==> src/rtl/dfm_meas_sequencer.sv <==
// Equal-precision frequency/period measurement sequencer: preset gate, signal-aligned real gate, counters, result handshake.
// Optional feature macro DFM_AUTO_RESTART_EN: re-arm straight after each accepted result instead of returning to IDLE.
module dfm_meas_sequencer #(
  parameter int GATE_CYCLES    = 50_000_000,
  parameter int TIMEOUT_CYCLES = 100_000_000,
  parameter int CNT_W          = 32
) (
  input  logic             Sys_CLK,
  input  logic             Sys_RST,
  input  logic             start,
  input  logic             sig_in,
  output logic             pregate,
  output logic             realgate,
  output logic             busy,
  output logic             res_valid,
  input  logic             res_ready,
  output logic [CNT_W-1:0] num_s,
  output logic [CNT_W-1:0] num_x,
  output logic             res_err,
  output logic             res_ovf
);

  localparam int PW = (GATE_CYCLES > 1) ? $clog2(GATE_CYCLES) : 1;
  localparam int TW = (TIMEOUT_CYCLES > 1) ? $clog2(TIMEOUT_CYCLES) : 1;
  localparam logic [PW-1:0]    PRE_LAST = PW'(GATE_CYCLES - 1);
  localparam logic [TW-1:0]    TO_LAST  = TW'(TIMEOUT_CYCLES - 1);
  localparam logic [CNT_W-1:0] CNT_MAX  = '1;

  typedef enum logic [2:0] {IDLE, ARM, MEAS, CLOSE, DONE} state_t;

  state_t        state;
  logic          s1, s2, s3;
  logic          sig_rise;
  logic [PW-1:0] pre_cnt;
  logic          gate_expired;
  logic [TW-1:0] to_cnt;
  logic          arm_now;

  assign sig_rise = s2 & ~s3;

  always_ff @(posedge Sys_CLK) begin
    if (Sys_RST) begin
      s1 <= 1'b0;
      s2 <= 1'b0;
      s3 <= 1'b0;
    end else begin
      s1 <= sig_in;
      s2 <= s1;
      s3 <= s2;
    end
  end

  // Entry into ARM happens from IDLE on start, or from an accepted DONE when auto-restart is built in.
  always_comb begin
    arm_now = (state == IDLE) && start;
`ifdef DFM_AUTO_RESTART_EN
    if ((state == DONE) && res_ready) arm_now = 1'b1;
`endif
  end

  always_ff @(posedge Sys_CLK) begin
    if (Sys_RST) begin
      state        <= IDLE;
      pregate      <= 1'b0;
      realgate     <= 1'b0;
      busy         <= 1'b0;
      res_valid    <= 1'b0;
      res_err      <= 1'b0;
      res_ovf      <= 1'b0;
      num_s        <= '0;
      num_x        <= '0;
      pre_cnt      <= '0;
      gate_expired <= 1'b0;
      to_cnt       <= '0;
    end else begin
      if (pregate) begin
        if (pre_cnt == PRE_LAST) begin
          pregate      <= 1'b0;
          gate_expired <= 1'b1;
        end else begin
          pre_cnt <= pre_cnt + 1'b1;
        end
      end

      if (realgate) begin
        if (num_s == CNT_MAX) res_ovf <= 1'b1;
        else                  num_s   <= num_s + 1'b1;
        if (sig_rise) begin
          if (num_x == CNT_MAX) res_ovf <= 1'b1;
          else                  num_x   <= num_x + 1'b1;
        end
      end

      case (state)
        IDLE: ;
        ARM: begin
          if (sig_rise) begin
            state    <= MEAS;
            realgate <= 1'b1;
          end else if (to_cnt == TO_LAST) begin
            state     <= DONE;
            pregate   <= 1'b0;
            res_err   <= 1'b1;
            res_valid <= 1'b1;
          end else begin
            to_cnt <= to_cnt + 1'b1;
          end
        end
        // A signal edge coinciding with the gate expiry is counted but never closes the gate here.
        MEAS: begin
          if (gate_expired) begin
            state  <= CLOSE;
            to_cnt <= '0;
          end
        end
        CLOSE: begin
          if (sig_rise) begin
            state     <= DONE;
            realgate  <= 1'b0;
            res_valid <= 1'b1;
          end else if (to_cnt == TO_LAST) begin
            state     <= DONE;
            realgate  <= 1'b0;
            res_err   <= 1'b1;
            res_valid <= 1'b1;
          end else begin
            to_cnt <= to_cnt + 1'b1;
          end
        end
        DONE: begin
          if (res_ready) begin
            state     <= IDLE;
            busy      <= 1'b0;
            res_valid <= 1'b0;
          end
        end
        default: state <= IDLE;
      endcase

      if (arm_now) begin
        state        <= ARM;
        busy         <= 1'b1;
        pregate      <= 1'b1;
        realgate     <= 1'b0;
        pre_cnt      <= '0;
        gate_expired <= 1'b0;
        to_cnt       <= '0;
        num_s        <= '0;
        num_x        <= '0;
        res_err      <= 1'b0;
        res_ovf      <= 1'b0;
      end
    end
  end

endmodule
==> config.mk <==
export PLATFORM = sky130hd
export DESIGN_NAME = dfm_meas_sequencer
export DESIGN_NICKNAME = d
export VERILOG_FILES = /design/src/rtl/dfm_meas_sequencer.sv
export SDC_FILE = /design/constraint.sdc
export NUM_CORES = 1
export LEC_CHECK = 0
export BUFFER_PORTS_ARGS = -buffer_cell sky130_fd_sc_hd__buf_4
export CORE_ASPECT_RATIO = 0.7
export CORE_UTILIZATION = 39
export CTS_CLUSTER_DIAMETER = 30
export CTS_CLUSTER_SIZE = 16
export DETAILED_ROUTE_END_ITERATION = 7
export PLACE_DENSITY = 0.66
export SYNTH_ARGS = -nofsm -noshare
export SYNTH_HDL_FRONTEND = slang
export SYNTH_SLANG_ARGS = --single-unit
==> constraint.sdc <==
create_clock -name Sys_CLK -period 5.67 [get_ports Sys_CLK]
set_input_delay 0.567 -clock Sys_CLK [delete_from_list [all_inputs] [get_ports Sys_CLK]]
set_output_delay 0.567 -clock Sys_CLK [all_outputs]
set_load 0.02 [all_outputs]
* After elaboration in Yosys (flattened, before gate mapping)
Index checks and enable logic that the tools add are counted.
** Word-level totals
- Bits in registers :: 130
- Bits in latches :: 0
- Bits in writable memories :: 0
- Bits in read-only memories :: 0
- Bits of input ports :: 5
- Output and inout bits :: 70
- Word-level logic and storage cells :: 96
- Memories :: 0
** Cells by class
- Add/subtract/negate cells :: 4
- Multiply operators :: 0
- Divide/modulo/power cells :: 0
- $lt $le $gt $ge :: 0
- Equal/unequal tests :: 18
- Shift operators :: 0
- Muxes and demuxes :: 31
- Bitwise logic cells :: 7
- Reductions and logical operators :: 20
** Operators with widths (count)
- 2-to-1 mux 27 bit :: 3
- adder 32 x 1 -> 32 bit, second input constant :: 2
- == test 32 bit, second input constant :: 2
- one-hot mux 27 bit (2 select lines) :: 1
- adder 27 x 1 -> 27 bit, second input constant :: 1
- == test 27 bit, second input constant :: 1
- adder 26 x 1 -> 26 bit, second input constant :: 1
- == test 26 bit, second input constant :: 1
- 2-to-1 mux 1 bit :: 19
- AND reduction 3 bit :: 6
- 2-to-1 mux 3 bit :: 5
- one-hot mux 3 bit (5 select lines) :: 1
- inequality test 2 bit, second input constant :: 7
- inequality test 3 bit, second input constant :: 3
- AND reduction 2 bit :: 4
- nonzero test 2 bit :: 4
- == test 3 x 2 -> 1 bit, second input constant :: 2
- inverter 1 bit :: 6
- AND reduction 4 bit :: 1
- OR reduction 2 bit :: 2
- == test 3 x 1 -> 1 bit, second input constant :: 1
- == test 3 bit, second input constant :: 1
- logical NOT 3 bit :: 1
- one-hot mux 1 bit (3 select lines) :: 1
- 4 further kinds :: 4

* Depth between registers and ports, before layout
Gate-level depths: netlist of run 1.
- Depth after elaboration :: 7
- Gate-level depth with buffers :: 8

* Least setup slack after synthesis of run 1
No wires, ideal clock.
- Path type :: reg2reg
- Start point :: register num_x[3]
- End point :: register num_x[31]
- Arrival time :: 2379 ps
- Setup slack :: 3220 ps
- Cell stages (with the launch flop) :: 7
- Buffers on the path :: 1
- Path through :: dfxtp_1 nand4_2 or4_1 buf_2 a311o_4 or4_1 a21oi_1
** On the way
- Longest elaborated chain between the ends :: 3
** RTL lines
- start, declared :: RTL line 18 : output logic [CNT_W-1:0] num_x,
- start signal, assigned :: RTL line 90 : else num_x <= num_x + 1'b1;
- branches (longest 3 deep; another with adder 32 x 1 -> 32 bit)
Parallel ways; which one is timed is not known.
A chain may end at the register's enable or synchronous reset.

* Final worst setup path of run 1
- Start point :: register to_cnt[0]
- End point :: register to_cnt[16]
** On the way
- Longest elaborated chain between the ends :: 4
** RTL lines
- start, declared :: RTL line 36 : logic [TW-1:0] to_cnt;
- start signal, assigned :: RTL line 106 : to_cnt <= to_cnt + 1'b1;
- start signal, assigned :: RTL line 127 : to_cnt <= to_cnt + 1'b1;
- adder 27 x 1 -> 27 bit :: RTL line 106, 127
- 2-to-1 mux 27 bit :: RTL line 100, 121
- 2-to-1 mux 27 bit :: RTL line 117 : if (sig_rise) begin
- one-hot mux 27 bit (2 select lines) :: RTL line 94 : case (state)
Several ways; a longest one is shown, not always the timed one. The select of a mux whose other input is x is not followed.

==> impl_results.md, run 1 <==
* Die width at 157 um
* Crit Reg-Reg Endpoint: to_cnt[16]
* CTS sink count at between 100 and 150
* CTS tree: yes
* Maximum fanout along the worst path at 26
* Longest individual stage delay on the worst path at 860 ps
* Worst Hold Path Cells at 2
* Congestion Overflow GR at 0
* Critical path required time at 5970 ps
* WL final at 17080 um
* Share of the yosys chip area belonging to registers at 0.3968
* Sort of element at the end of the critical path: register
* Maximum clock frequency at 340.9 MHz
* DRC at 0
* Stages on the worst setup path at 6
* Maximum number of pins on one net before global-route repair at between 60 and 70
* Total via count after detailed routing at 6247
* Final Worst Setup Slack at around 2700 ps
* Number of global-route vias before repair at around 5400
* Total negative slack for setup checks at 0 ps
* Setup clock skew after layout at 9.443 ps
* Result of the run: completed
* Share of power burned in the clock network at 0.514
* Die boundary height at 110.5 um
* Drt wl/cell at 15.57 um
* Clock insertion delay at the later pin of the skew report at 430 ps
* Placement-stage worst setup slack at approximately 2800 ps
* Antenna fix cells at 0
* Hold violation total from the final report at 0
* Buffers inserted during post-CTS setup optimization at 0
* Worst Tran Pin Value at between 1000 and 1500 ps
* Critical path arrival at 3240 ps
* P per Cell Area at 269.3 mW/mm^2
* Internal power consumption at 1.620 mW
* Final critical-path share of the clock period at 0.5174
* Syn_area_per_cell at 8.168 um^2
* Std cell rows at 39
* Global-route wire length before repair at about 28000 um
* Final-layout worst hold slack at 364.2 ps
* Count of non-filler cells in the finished layout at 1097
* Peak ir drop on the vdd network at 0.0001718 V
* Start point of the worst min-delay path: sig_in
* Avg Vias per Cell at 5.695
* Violation count after the first detailed-route iteration at about 580
* Net switching component of the power at roughly 500 uW
* Number of inserted filler cells in the final layout at 1587
* Overall routing resource usage at 0.2009
* Slack of the worst reg-to-reg path at 2740 ps
* Type of the tightest min-delay check: input pin to register
* Combinational Power Share at 0.048
* Proportion of power drawn by flip-flops and latches at 0.438
* Number of cells in the design after placement at about 1100
* Cells traversed along the worst timing path: ha_1 -> nand4_1 -> or4_1 -> o211ai_2 -> a21boi_0 -> mux2i_1
* Area growth, synth to finish at 19.99%
* Final Wtd Congestion at 0.8265
* Startpoint kind of the worst setup timing path: register
* Max-cap violations at 0
* Worst Path Buf+Inv at 0
* Count of hold-fix buffers inserted at cts at 0
* Leakage power total at 2.638 nW
* Final setup fails at 0
* Relative slew slack at 0.1724
* Antenna violations before repair at 0
* Initial Utilization at 0.4000
* Post-detailed-route count of antenna-violating nets at 0
* Primary flip-flop cell chosen by synthesis mapping: dfxtp_1
* Number of pins with negative max-slew slack in the final report at 0
* Buffer levels on the longest clock path at 2
* Critical R2R Launch: to_cnt[0]
* Area of the die at approximately 0.017 mm^2
* Half-perimeter wire length of the detailed placement result at 11540 um
* RSZ-0062 raised after global routing: no
* Detailed-router iteration count before antenna repair at 5
* Number of enable-type register cells in the synthesized netlist at 0
* Synthesis-stage register bit count at 130
* Post-cts resize count at 0
* Post-synthesis net count at ~800
* Area of the core at 0.01640 mm^2
* Worst setup path category: register to register
* Area of the mapped netlist at around 0.0066 mm^2
* Total number of nets in the final design at slightly below 900
* Number of buffers inserted by port buffering at 74
* Layout cell share with drive strength beyond 1 at 0.1491
* I/O pin total at 75
* H-tree lvl count at 4
* Switch share at 0.2358
* Slowest stage cell on the critical path: o211ai_2
* Syn Inst Count at 803
* Worst reg2reg path depth at 6
* Count of synthesis-stage warnings from yosys at 0
* Hold endpoint: s1
* Asr flop ratio synth at 0
* Final period demand of the worst path at 2934 ps
* Root Driver: clkbuf_16
* CTS clk-pin slew, worst paths at 60 ps
* Number of distinct library cells after synthesis at 53
* Cell family with most CP delay: compound AO/OA/AOI/OAI gates
* Total CTS buffers at 17
per-stage QoR:
step	power (mW)	util	instance area [um^2]
detailed placement	1.048	0.4447	7291
floorplan	1.017	-	6559
global placement	1.047	0.4447	7291
CTS	2.134	0.4800	7870
global route	2.187	0.4800	7870
finish	2.120	0.4800	7870
sequential cells by signal, indices dropped and copies added, names as in the netlist, 3 cells and up:
name,count
num_s,32
num_x,32
pre_cnt,26
state,3
to_cnt,27
cell usage after synthesis (2+ instances only):
library cell    n  area [um^2]
clkbuf_1       33        123.9
o31ai_1        12        90.09
nor2b_1         5        31.28
or4_1          22        165.2
nand2b_1       12        75.07
o21a_1          3        22.52
or3_1          36        225.2
mux2i_1        12        120.1
a21boi_0        3        22.52
o21ai_0        39        195.2
or2_2           3        18.77
nand3b_1        3        22.52
ha_1            4        50.05
buf_2           3        15.01
and4_1         15        131.4
and2_1          7        43.79
inv_1          15        56.30
a21oi_1        69        345.3
a211oi_1        9        67.56
nor3b_1         2        15.01
nand4_1        33        206.5
or3_2           3        22.52
dfxtp_1       130         2603
xnor2_1        25        219.0
a311oi_1        3        26.28
nand3_1        43        215.2
nor4b_1         4        35.03
o41ai_1         2        17.52
nor2_1         64        240.2
o211ai_1       10        75.07
a2111oi_0       3        26.28
and3_1         14        87.58
a31o_2          7        61.31
nor4_1         13        81.33
nor3_1          8        40.04
xor2_1          7        61.31
a2111o_1        7        78.83
a31oi_1        10        62.56
buf_1           5        18.77
nand2_1        81        304.0
o2111ai_1       7        61.31
a41o_1          6        60.06
routing by layer:
layer  vias to the layer above  routed length [um]  share of wire  track usage
li1                       3147                   -              -            -
met1                      2895                9104           0.53       0.3172
met2                       188                6683           0.39       0.2593
met3                        17                1132          0.066      0.04435
met4                         0                 161         0.0094      0.06863
met5                         -                   0              0            0
power by group through the flow:
stage               registers, mW  clock network [mW]  logic [mW]
floorplan                   0.946                   0      0.0712
global placement            0.947                   0       0.100
detailed placement          0.947                   0       0.101
CTS                         0.927                1.10       0.102
global route                0.928                1.15       0.113
finish                      0.928                1.09       0.102
cell families after synthesis:
kind of cell | synth area share
and+or+nand+nor | 0.3039
AOI/OAI and AO/OA | 0.1980
DFF | 0.3968
buffers and inverters | 0.03262
xor gates and xnor gates | 0.04273
muxes | 0.01831
adders and majority gates | 0.007631
layout by cell type (no fill, tap or decap), types with 4 or more instances in the layout:
| cell type | Yosys | routed |
|---|---|---|
| mux2i_1 | 12 | 12 |
| nor2b_1 | 5 | 5 |
| clkbuf_16 | 0 | 17 |
| xor2_1 | 7 | 7 |
| dfxtp_1 | 130 | 130 |
| a21oi_1 | 69 | 69 |
| a41o_1 | 6 | 6 |
| and2_1 | 7 | 7 |
| nand2_1 | 81 | 81 |
| a31oi_1 | 10 | 10 |
| xnor2_1 | 25 | 25 |
| o31ai_1 | 12 | 11 |
| inv_1 | 15 | 15 |
| ha_1 | 4 | 4 |
| o2111ai_1 | 7 | 7 |
| nand2b_1 | 12 | 11 |
| o21ai_0 | 39 | 39 |
| a31o_2 | 7 | 7 |
| or3_1 | 36 | 36 |
| nor4b_1 | 4 | 4 |
| buf_4 | 0 | 79 |
| nor4_1 | 13 | 13 |
| and3_1 | 14 | 14 |
| or4_1 | 22 | 22 |
| and4_1 | 15 | 15 |
| a211oi_1 | 9 | 9 |
| clkinv_2 | 0 | 5 |
| nand4_1 | 33 | 33 |
| a2111o_1 | 7 | 7 |
| o211ai_1 | 10 | 10 |
| nor3_1 | 8 | 8 |
| nand3_1 | 43 | 43 |
| nor2_1 | 64 | 63 |
cell type report:
cell class	count	area [um^2]	area share
inverters	15	56.30	0.007154
well taps	225	281.5	0.03577
clock inverters	10	108.9	0.01383
clock buffers	21	470.5	0.05978
flip-flops and latches	130	2603	0.3307
repair buffers	79	593.1	0.07536
multi-input cells	617	3757	0.4774
worst max path at each step:
| stage | start | end | slack [ps] |
|---|---|---|---|
| floorplan | num_x[3] | num_x[31] | 3220 |
| global placement | start | num_x[5] | 2830 |
| detailed placement | to_cnt[0] | to_cnt[5] | 2770 |
| CTS | to_cnt[0] | to_cnt[16] | 2770 |
| global route | to_cnt[0] | to_cnt[16] | 2460 |
| finish | to_cnt[0] | to_cnt[16] | 2740 |
worst register-to-register path, delay by kind of cell (launching register included):
kind / cells / cell delay [ps]
AOI/OAI and AO/OA: 2 / 1140
adders and majority gates: 1 / 230
DFF: 1 / 400
muxes: 1 / 170
and+or+nand+nor: 2 / 880
(Power assumes the default switching activity.)
==> run 2: changes to the inputs <==
==> constraint.sdc (replaced) <==
create_clock -name Sys_CLK -period 2.8 [get_ports Sys_CLK]
set_input_delay 0.28 -clock Sys_CLK [delete_from_list [all_inputs] [get_ports Sys_CLK]]
set_output_delay 0.28 -clock Sys_CLK [all_outputs]
set_load 0.02 [all_outputs]
==> run 2 against run 1 <==
Compared with the run above: flip-flop and latch count stayed put; routed wire length is 0.72% lower; first-iteration DRC count is 1.6% lower; cell count is 1.3% higher; final area is 1.4% higher; die area stayed put; maximum frequency is 16% higher; critical path type unchanged; largest power group unchanged.
==> impl_results.md, run 2 (synthesis gave the netlist of run 1 again) <==
* Result of the run: completed
* I/O pin total at 75 (unchanged)
* Library cell appearing most often on the critical path: or4_1
* H-tree lvl count at 4 (unchanged)
* Area growth, synth to finish at 21.61%
* Area of the die at 0.01735 mm^2 (unchanged)
* Proportion of power drawn by flip-flops and latches at 0.443 (+0.005)
* Total via count after detailed routing at 6260 (+0.21%)
* Switch share at 0.2329 (-0.002881)
* Final setup fails at 0 (unchanged)
* Buffer levels on the longest clock path at 2 (unchanged)
* Net switching component of the power at 987.5 uW (+98%)
* Startpoint kind of the worst setup timing path: register
* Cell family with most CP delay: simple AND/OR/NAND/NOR gates
* Hold violation total from the final report at 0 (unchanged)
* Most frequent cells in the layout: 130 x dfxtp_1, 90 x buf_4, 81 x nand2_1, 69 x a21oi_1, 63 x nor2_1
* Antenna fix cells at 0 (unchanged)
* Global-route layer with the greatest usage: met1
* Antenna violations before repair at 0 (unchanged)
* Final period demand of the worst path at 2521 ps (-412.5 ps)
* Slowest stage cell on the critical path: or4_1
* Most common cell after layout, fill and taps aside: dfxtp_1
* Die width at 157 um (unchanged)
* Global-route wire length before repair at 28130 um (+1.0%)
* Area of the core at 0.01640 mm^2 (unchanged)
* P per Cell Area at 531.5 mW/mm^2 (+97%)
* Half-perimeter wire length of the detailed placement result at 11760 um (+1.9%)
* Count of non-filler cells in the finished layout at 1111 (+1.3%)
* Maximum clock frequency at 396.7 MHz (+16%)
* Critical path arrival at 2860 ps (-380 ps)
* Number of pins with negative max-slew slack in the final report at 0 (unchanged)
* Setup clock skew after layout at 13.29 ps (+3.844 ps)
* Met2 usage in global routing at 0.2667 (+0.007407)
* Congestion Overflow GR at 0 (unchanged)
* Total CTS buffers at 17 (unchanged)
* Initial Utilization at 0.4000 (unchanged)
* WL final at 16960 um (-0.72%)
* Global routing usage on met1 at 0.3163 (-0.0009474)
* Worst Tran Pin Value at 1190 ps (-45.16 ps)
* Worst setup path category: register to register
* Post-detailed-route count of antenna-violating nets at 0 (unchanged)
* Regs by FF count: num_s (32), num_x (32), to_cnt (27)
* Total number of nets in the final design at 882 (+1.5%)
* Overall routing resource usage at 0.2013 (+0.0003535)
* Count of hold-fix buffers inserted at cts at 0 (unchanged)
* Final critical-path share of the clock period at 0.9004 (+0.3830)
* Max-cap violations at 0 (unchanged)
* Share of power burned in the clock network at 0.503 (-0.011)
* Final Wtd Congestion at 0.8374 (+1.3%)
* Detailed-router iteration count before antenna repair at 5 (unchanged)
* Worst Path Buf+Inv at 0 (unchanged)
* RSZ-0062 raised after global routing: no
* Longest individual stage delay on the worst path at 700 ps (-160 ps)
* Avg Vias per Cell at 5.635 (-1.1%)
* Total negative slack for setup checks at 0 ps (unchanged)
* Violation count after the first detailed-route iteration at 566 (-1.6%)
* GR Util met3 at 0.04160 (-0.002747)
* Cells traversed along the worst timing path: nand4_2 -> or4_1 -> a311o_4 -> or4_1 -> a21oi_1
* Root Driver: clkbuf_16
* CTS clk-pin slew, worst paths at 50 ps (about the same)
* Peak ir drop on the vdd network at 0.0004246 V (+150%)
* CTS sink count at 130 (unchanged)
* Maximum fanout along the worst path at 10 (-62%)
* Maximum number of pins on one net before global-route repair at 32 (-49%)
* CTS tree: yes
* Type of the tightest min-delay check: input pin to register
* Internal power consumption at 3.252 mW (+100%)
* Number of cells in the design after placement at 1079 (+1.2%)
* Drt wl/cell at 15.26 um (-2.0%)
* Post-cts resize count at 0 (unchanged)
* Layout cell share with drive strength beyond 1 at 0.1603 (+0.01119)
* DRC at 0 (unchanged)
* Std cell rows at 39 (unchanged)
* Clock insertion delay at the later pin of the skew report at 410 ps (-20 ps)
* Die boundary height at 110.5 um (unchanged)
* Number of buffers inserted by port buffering at 74 (unchanged)
* Leakage power total at 2.703 nW (+2.4%)
* Relative slew slack at 0.2026 (+0.03024)
* Number of global-route vias before repair at 5493 (+1.1%)
* Critical path required time at 3140 ps (-2830 ps)
* Sort of element at the end of the critical path: register
* Buffers inserted during post-CTS setup optimization at 0 (unchanged)
* Combinational Power Share at 0.054 (+0.006)
-- run 2: cell types whose count changed in the layout (fill, tap and decap cells not counted), sizes merged --
cell / delta
buf: +13
clkinvlp: +1
-- run 2: layout make-up --
| cell class | count | area [um^2] |
|---|---|---|
| multi-input combinational | 617 | 3757 |
| fill | 1571 | 8419 |
| clock buffer | 21 | 450.4 |
| clock inverter | 11 | 112.6 |
| sequential | 130 | 2603 |
| tap | 225 | 281.5 |
| inverter | 15 | 56.30 |
| timing repair buffer | 92 | 715.7 |
-- run 2: metal layers --
layer,routed length (um),share of wire,up-vias
met4,139,0.0082,0
met3,1161,0.068,14
li1,-,-,3171
met5,0,0,-
met1,8947,0.53,2894
met2,6710,0.40,181
-- run 2: worst paths after layout --
path	startpoint	end	slack [ps]	cells after the start
setup / recovery	num_x[4]	num_x[31]	280	5
hold / removal	sig_in	s1	140	2
setup reg to reg	num_x[4]	num_x[31]	280	5
hold reg to reg	s1	s2	440	1
-- run 2: metrics by stage --
| step | total power, mW | utilization | setup WS [ps] | instance area (um^2) | hold slack (ps) |
|---|---|---|---|---|---|
| floorplan | 2.059 | - | 350.3 | 6559 | 408.2 |
| global placement | 2.145 | 0.4522 | 384.7 | 7413 | 422.9 |
| detailed placement | 2.144 | 0.4522 | 320.8 | 7413 | 427.6 |
| CTS | 4.267 | 0.4865 | 297.8 | 7976 | 114.2 |
| global route | 4.374 | 0.4865 | 151.3 | 7976 | 150.6 |
| finish | 4.239 | 0.4865 | 278.9 | 7976 | 136.0 |
-- run 2: worst register-to-register path: cells and delay by family (launching register included) --
family / cells / cell delay [ps]
simple gates: 3 / 1390
flops: 1 / 450
compound gates: 2 / 620
-- run 2: power groups by stage --
stage / sequential, mW / combinational [mW] / clock [mW]
5_1_grt: 1.88 / 0.250 / 2.24
3_5_place_dp: 1.92 / 0.225 / 0
3_3_place_gp: 1.92 / 0.226 / 0
6_report: 1.88 / 0.227 / 2.13
4_1_cts: 1.88 / 0.227 / 2.16
2_1_floorplan: 1.92 / 0.144 / 0
